## config.mk

```make
export PLATFORM = sky130hd
export DESIGN_NAME = mc_port_arbiter
export DESIGN_NICKNAME = d
export VERILOG_FILES = /design/src/rtl/mc_port_arbiter.sv
export SDC_FILE = /design/constraint.sdc
export NUM_CORES = 1
export LEC_CHECK = 0
export CORE_AREA = 2 2 149 151
export DETAILED_ROUTE_END_ITERATION = 10
export DIE_AREA = 0 0 151 153
export GPL_ROUTABILITY_DRIVEN = 0
export PLACE_DENSITY = 0.68
export SYNTH_ARGS = -nofsm -noshare
export SYNTH_HDL_FRONTEND = slang
export SYNTH_SLANG_ARGS = --single-unit
```

## constraint.sdc

```tcl
create_clock -name clk -period 7.9 [get_ports clk]
set_input_delay 1.185 -clock clk [delete_from_list [all_inputs] [get_ports clk]]
set_output_delay 1.185 -clock clk [all_outputs]
set_load 0.02 [all_outputs]
```

## src/rtl/mc_port_arbiter.sv

```systemverilog
// mc_port_arbiter: round-robin sequencer for one single-port BRAM shared by
// LOAD_COUNT load ports and STORE_COUNT store ports. Load data returns to the
// issuing port one cycle after the BRAM read. Declared stores are counted down
// so that an elastic "memory empty" token can be raised for end_node.
module mc_port_arbiter #(
    parameter int DATA_SIZE    = 32,
    parameter int ADDRESS_SIZE = 32,
    parameter int LOAD_COUNT   = 2,
    parameter int STORE_COUNT  = 2,
    parameter int CNT_SIZE     = 8
) (
    input  logic                              clk,
    input  logic                              rst,
    input  logic [LOAD_COUNT*ADDRESS_SIZE-1:0] ld_addr_bits,
    input  logic [LOAD_COUNT-1:0]             ld_addr_valid,
    output logic [LOAD_COUNT-1:0]             ld_addr_ready,
    output logic [LOAD_COUNT*DATA_SIZE-1:0]   ld_data_bits,
    output logic [LOAD_COUNT-1:0]             ld_data_valid,
    input  logic [LOAD_COUNT-1:0]             ld_data_ready,
    input  logic [STORE_COUNT*ADDRESS_SIZE-1:0] st_addr_bits,
    input  logic [STORE_COUNT-1:0]            st_addr_valid,
    output logic [STORE_COUNT-1:0]            st_addr_ready,
    input  logic [STORE_COUNT*DATA_SIZE-1:0]  st_data_bits,
    input  logic [STORE_COUNT-1:0]            st_data_valid,
    output logic [STORE_COUNT-1:0]            st_data_ready,
    input  logic [CNT_SIZE-1:0]               bb_st_count,
    input  logic                              bb_valid,
    output logic                              bb_ready,
    output logic [ADDRESS_SIZE-1:0]           mem_addr,
    output logic                              mem_ce,
    output logic                              mem_we,
    output logic [DATA_SIZE-1:0]              mem_dout,
    input  logic [DATA_SIZE-1:0]              mem_din,
    output logic                              empty_valid,
    input  logic                              empty_ready
);

    localparam int unsigned N  = LOAD_COUNT + STORE_COUNT;
    localparam int unsigned PW = (N > 1) ? $clog2(N) : 1;
    localparam int unsigned IW = (LOAD_COUNT > 1) ? $clog2(LOAD_COUNT) : 1;

    logic [PW-1:0]        ptr;
    logic [N-1:0]         elig;
    logic                 grantValid;
    logic [PW-1:0]        grantIdx;
    logic                 storeGrant;
    logic                 loadGrant;
    logic                 inFlight;
    logic [IW-1:0]        inFlightPort;
    logic [DATA_SIZE-1:0] retData [LOAD_COUNT];
    logic [LOAD_COUNT-1:0] retValid;
    logic [CNT_SIZE-1:0]  pending;
    logic [CNT_SIZE-1:0]  pendingNext;
    logic [CNT_SIZE:0]    bbSum;
    logic                 bbFire;
    logic                 bbSeen;
    logic                 emptyFire;

    // Requester eligibility; nothing is eligible while reset is asserted
    always_comb begin
        elig = '0;
        for (int unsigned i = 0; i < LOAD_COUNT; i++) begin
            elig[i] = ld_addr_valid[i]
                    && !(inFlight && (inFlightPort == IW'(i)))
                    && (!retValid[i] || ld_data_ready[i]);
        end
        for (int unsigned j = 0; j < STORE_COUNT; j++) begin
            elig[LOAD_COUNT + j] = st_addr_valid[j] && st_data_valid[j];
        end
        if (rst) begin
            elig = '0;
        end
    end

    // Round-robin pick: first eligible index at or after ptr, wrapping
    always_comb begin
        int unsigned cand;
        grantValid = 1'b0;
        grantIdx   = '0;
        cand       = 0;
        for (int unsigned k = 0; k < N; k++) begin
            cand = {{(32-PW){1'b0}}, ptr} + k;
            if (cand >= N) begin
                cand = cand - N;
            end
            if (!grantValid && elig[cand]) begin
                grantValid = 1'b1;
                grantIdx   = PW'(cand);
            end
        end
    end

    assign storeGrant = grantValid && (grantIdx >= PW'(LOAD_COUNT));
    assign loadGrant  = grantValid && !storeGrant;
    assign mem_ce     = grantValid;
    assign mem_we     = storeGrant;

    // Steer handshakes and BRAM address/data from the granted port
    always_comb begin
        ld_addr_ready = '0;
        st_addr_ready = '0;
        mem_addr      = '0;
        mem_dout      = '0;
        for (int unsigned i = 0; i < LOAD_COUNT; i++) begin
            if (grantValid && (grantIdx == PW'(i))) begin
                ld_addr_ready[i] = 1'b1;
                mem_addr         = ld_addr_bits[i*ADDRESS_SIZE +: ADDRESS_SIZE];
            end
        end
        for (int unsigned j = 0; j < STORE_COUNT; j++) begin
            if (grantValid && (grantIdx == PW'(LOAD_COUNT + j))) begin
                st_addr_ready[j] = 1'b1;
                mem_addr         = st_addr_bits[j*ADDRESS_SIZE +: ADDRESS_SIZE];
                mem_dout         = st_data_bits[j*DATA_SIZE +: DATA_SIZE];
            end
        end
    end

    assign st_data_ready = st_addr_ready;

    // Advance the round-robin pointer and remember which load is reading
    always_ff @(posedge clk) begin
        if (rst) begin
            ptr          <= '0;
            inFlight     <= 1'b0;
            inFlightPort <= '0;
        end else begin
            if (grantValid) begin
                ptr <= (grantIdx == PW'(N - 1)) ? '0 : grantIdx + PW'(1);
            end
            inFlight <= loadGrant;
            if (loadGrant) begin
                inFlightPort <= IW'(grantIdx);
            end
        end
    end

    // Capture BRAM read data into the issuing port's return register
    always_ff @(posedge clk) begin
        if (rst) begin
            retValid <= '0;
            for (int unsigned i = 0; i < LOAD_COUNT; i++) begin
                retData[i] <= '0;
            end
        end else begin
            for (int unsigned i = 0; i < LOAD_COUNT; i++) begin
                if (inFlight && (inFlightPort == IW'(i))) begin
                    retValid[i] <= 1'b1;
                    retData[i]  <= mem_din;
                end else if (retValid[i] && ld_data_ready[i]) begin
                    retValid[i] <= 1'b0;
                end
            end
        end
    end

    // Flatten return registers onto the per-port data bus
    always_comb begin
        ld_data_bits = '0;
        for (int unsigned i = 0; i < LOAD_COUNT; i++) begin
            ld_data_bits[i*DATA_SIZE +: DATA_SIZE] = retData[i];
        end
    end

    assign ld_data_valid = retValid;

    // The count token is refused whenever adding it would overflow the counter
    assign bbSum     = {1'b0, pending} + {1'b0, bb_st_count};
    assign bb_ready  = !bbSum[CNT_SIZE];
    assign bbFire    = bb_valid && bb_ready;
    assign emptyFire = empty_valid && empty_ready;

    // Next pending-store count: add declared stores, then retire one store, never below 0
    always_comb begin
        logic [CNT_SIZE-1:0] added;
        added       = bbFire ? bbSum[CNT_SIZE-1:0] : pending;
        pendingNext = added;
        if (storeGrant && (added != '0)) begin
            pendingNext = added - CNT_SIZE'(1);
        end
    end

    // Pending-store counter and basic-block-seen flag for the empty token
    always_ff @(posedge clk) begin
        if (rst) begin
            pending <= '0;
            bbSeen  <= 1'b0;
        end else begin
            pending <= pendingNext;
            if (bbFire) begin
                bbSeen <= 1'b1;
            end else if (emptyFire) begin
                bbSeen <= 1'b0;
            end
        end
    end

    assign empty_valid = !rst && bbSeen && (pending == '0) && !inFlight
                       && (retValid == '0) && !bb_valid;

endmodule

```

==> impl_metrics.ini, run 1 <==
[drt]
wire_per_inst_um = 17.4
initialDrtViolationCount = 334
viasPerCell = 4.67
wl_mm = 19.6
drc = 0
ant_nets = 0
first_pass_iters = 5
vias = 5282

[timing]
max-slew-margin-rel_pct = 27.3
fin_worst_skew_ns = 0.0103
fin_crit_ns = 6.89
fmax_mhz = 145
setup_tns_ns = 0
final_hold_viol_count = 0
rsz0062_at_grt = no
fin_crit_sh_pct = 87.2
layout_setup_ws_ns = 1.01
worst_pin_slew_ns = 1.09
finalMaxSlewViolations = 0
finalSetupViolations = 0

[setup_path]
crit_fanout = 34
endpoint_kind = primary output
cp-start-kind = input port
required_ns = 6.71
worstPathArrival_ns = 5.70
criticalPathCategory = input port to primary output

[final_layout]
instances_no_fill = 1130
fillerInstances = 2087
syn2layout_area_growth_pct = 89.7
final_common_cell = clkdlybuf4s50_1
finalNetCount = 1103
layout-drive-gt1-share_pct = 4.83
final_cell_mix = clkdlybuf4s50_1 (383), o21ai_1 (65), edfxtp_1 (64)
final_area_um2 = 9240

[floorplanning]
core_area_um2 = 21500
placementRows = 54
die_w_um = 151
io_pins = 384
initial_core_util_pct = 22.7
die_h_um = 153
die-area_um2 = 23100

[clock_tree]
clk_latency_ns = 0.33
cts_setup_buffers = 0
cts.repair.resized = 0
cts_hold_buf = 0
clk_path_buf_depth = 2
cts_tree = yes
cts_made_buffers = 9
cts_sinks = 79
clk_pin_slew_ns = 0.06
cts-root-buf = clkbuf_16
cts_htree_levels = 3

[global_routing]
grt_pass1_vias = 5375
grtUsageTotal_pct = 15.9
grt_pass1_wl_mm = 29.0
grt_antenna_before_repair = 1
grt_max_degree = 99
grt.overflow.total = 0

[logic_synthesis]
synth.mux.area_fraction_pct = 2.21
async_flop_share_pct = 0
synthesis.nets = 741
ys_ff_latch = 79
synth_compound_area_share_pct = 26.0
syn_avg_cell_area_um2 = 10.1
yosysUniqueCellTypes = 61
synth-xor-area-share_pct = 1.08
synth.cell_area_um2 = 4870
synth_top_family_by_area = compound AO/OA/AOI/OAI gates
synth-edff-count = 64
syn_inst = 482
synth_seq_area_share_pct = 45.6
synthAdderAreaFrac_pct = 4.01
synthSimpleGateAreaFrac_pct = 16.1
synth_ff_type = edfxtp_1
yosys_warnings = 0

[placement]
dp.cells = 1113
dp_hpwl_mm = 15.9
port_buffers = 383
dpl_cell_area_um2 = 8920
place_ws_ns = 1.07

[power]
clockPowerShare_pct = 20.6
power_frac_seq_pct = 28.5
p_sw_w = 0.000750
p_leak_nw = 3.35
ir_drop_mv = 0.0866
swShare_pct = 36.7
p_total_w = 0.00204
power.internal_w = 0.00129
power_density_nw_per_um2 = 221
power_frac_comb_pct = 50.9

[status]
status = completed

[worst_hold_path]
hp-class = flip-flop to flip-flop

[job]
cap_violations = 0
routing by layer:
layer,up-vias,share of wire (%),GRT usage [%]
li1,2571,-,-
met1,2432,39,18.2
met2,254,51,28.9
met3,25,8.8,4.33
met4,0,1.6,4.58
met5,-,0,0
synthesized netlist by cell type (all sizes together) (2+ instances only):
library cell  number  area [um2]
clkbuf            21        78.8
a21oi             12        71.3
a221o             32         320
a41oi              2        25.0
ha                14         175
a31oi              2        18.8
inv               11        41.3
edfxtp            64        1920
mux2i              7        73.8
nor2              23        86.3
xor2               4        35.0
o21a               3        22.5
nand2             40         150
o211ai             4        30.0
nor3              13        70.1
nand3              6        30.0
a211oi             4        30.0
nand3b             3        22.5
and2              32         200
a22o              32         280
or4                3        22.5
o21ai             74         374
dfxtp             15         300
xnor2              2        17.5
nor2b              7        46.3
nand2b             6        37.5
nor4               3        33.8
nand4              2        12.5
a21o               2        15.0
mux2               3        33.8
and4b              2        23.8
buf               18         121
and3               2        12.5
power groups by stage:
stage	Clock, W	Combinational, W	Sequential, W
after global routing	0.000448	0.00112	0.000590
after CTS	0.000431	0.00104	0.000583
after global placement	0	0.00103	0.000589
after floorplan	0	0.000529	0.000643
final	0.000421	0.00104	0.000582
after detailed placement	0	0.00104	0.000590
kinds of logic after synthesis:
logic type	Yosys count
AOI/OAI and AO/OA	176
adders and majority gates	15
xor gates and xnor gates	6
buffers and inverters	50
DFF	79
muxes	10
and+or+nand+nor	146
area by class of cell:
type	count	area, um2	area share [%]
Sequential cell	79	2220	24.1
Inverter	11	41.3	0.447
Tap cell	280	350	3.79
Multi-Input combinational cell	353	2420	26.2
Timing Repair Buffer	390	3890	42.1
Clock inverter	7	86.3	0.935
Clock buffer	9	225	2.44
Antenna cell	1	2.50	0.0271
registers in the layout (all words and copies together), names as in the netlist:
| register | flops |
|---|---|
| bbSeen | 1 |
| inFlightPort | 1 |
| retData | 64 |
| pending | 8 |
| ptr | 2 |
| inFlight | 1 |
| ld_data_valid | 2 |
final timing paths:
kind	start	endpoint	slack, ns	cells after the start
hold reg to reg	inFlightPort$_SDFFE_PP0P_	ld_data_valid[1]$_SDFFE_PP0P_	0.50	2
setup / recovery	rst	mem_addr[8]	1.01	15
setup reg to reg	pending[0]$_SDFF_PP0_	pending[4]$_SDFF_PP0_	4.34	12
hold / removal	inFlightPort$_SDFFE_PP0P_	ld_data_valid[1]$_SDFFE_PP0P_	0.50	2
metrics by stage:
step | utilization (%) | hold WS [ns]
floorplan | - | 0.453
global placement | 41.5 | 0.484
detailed placement | 41.5 | 0.491
CTS | 43.0 | 0.503
global route | 43.0 | 0.534
finish | 43.0 | 0.497
worst max-delay path, cell delays in order:
cell             delay [ns]
clkdlybuf4s50_1        0.54
buf_4                  0.27
a21oi_1                0.24
nand3_1                0.16
nor2_1                 0.12
nor2_1                 0.05
o211ai_1               0.39
inv_1                  0.13
ha_1                   0.27
or2b_2                 0.66
inv_2                  0.46
a221o_1                0.38
o21ai_1                0.11
o21ai_1                0.11
clkdlybuf4s50_1        0.59
Note: power is estimated with default switching activity, not from simulation.
==> inputs of run 2 (changes only) <==
Settings changed: CTS_CLUSTER_SIZE set to 8.
==> results of run 2 <==
Final layout, timing and power as in run 1 (identical DEF).
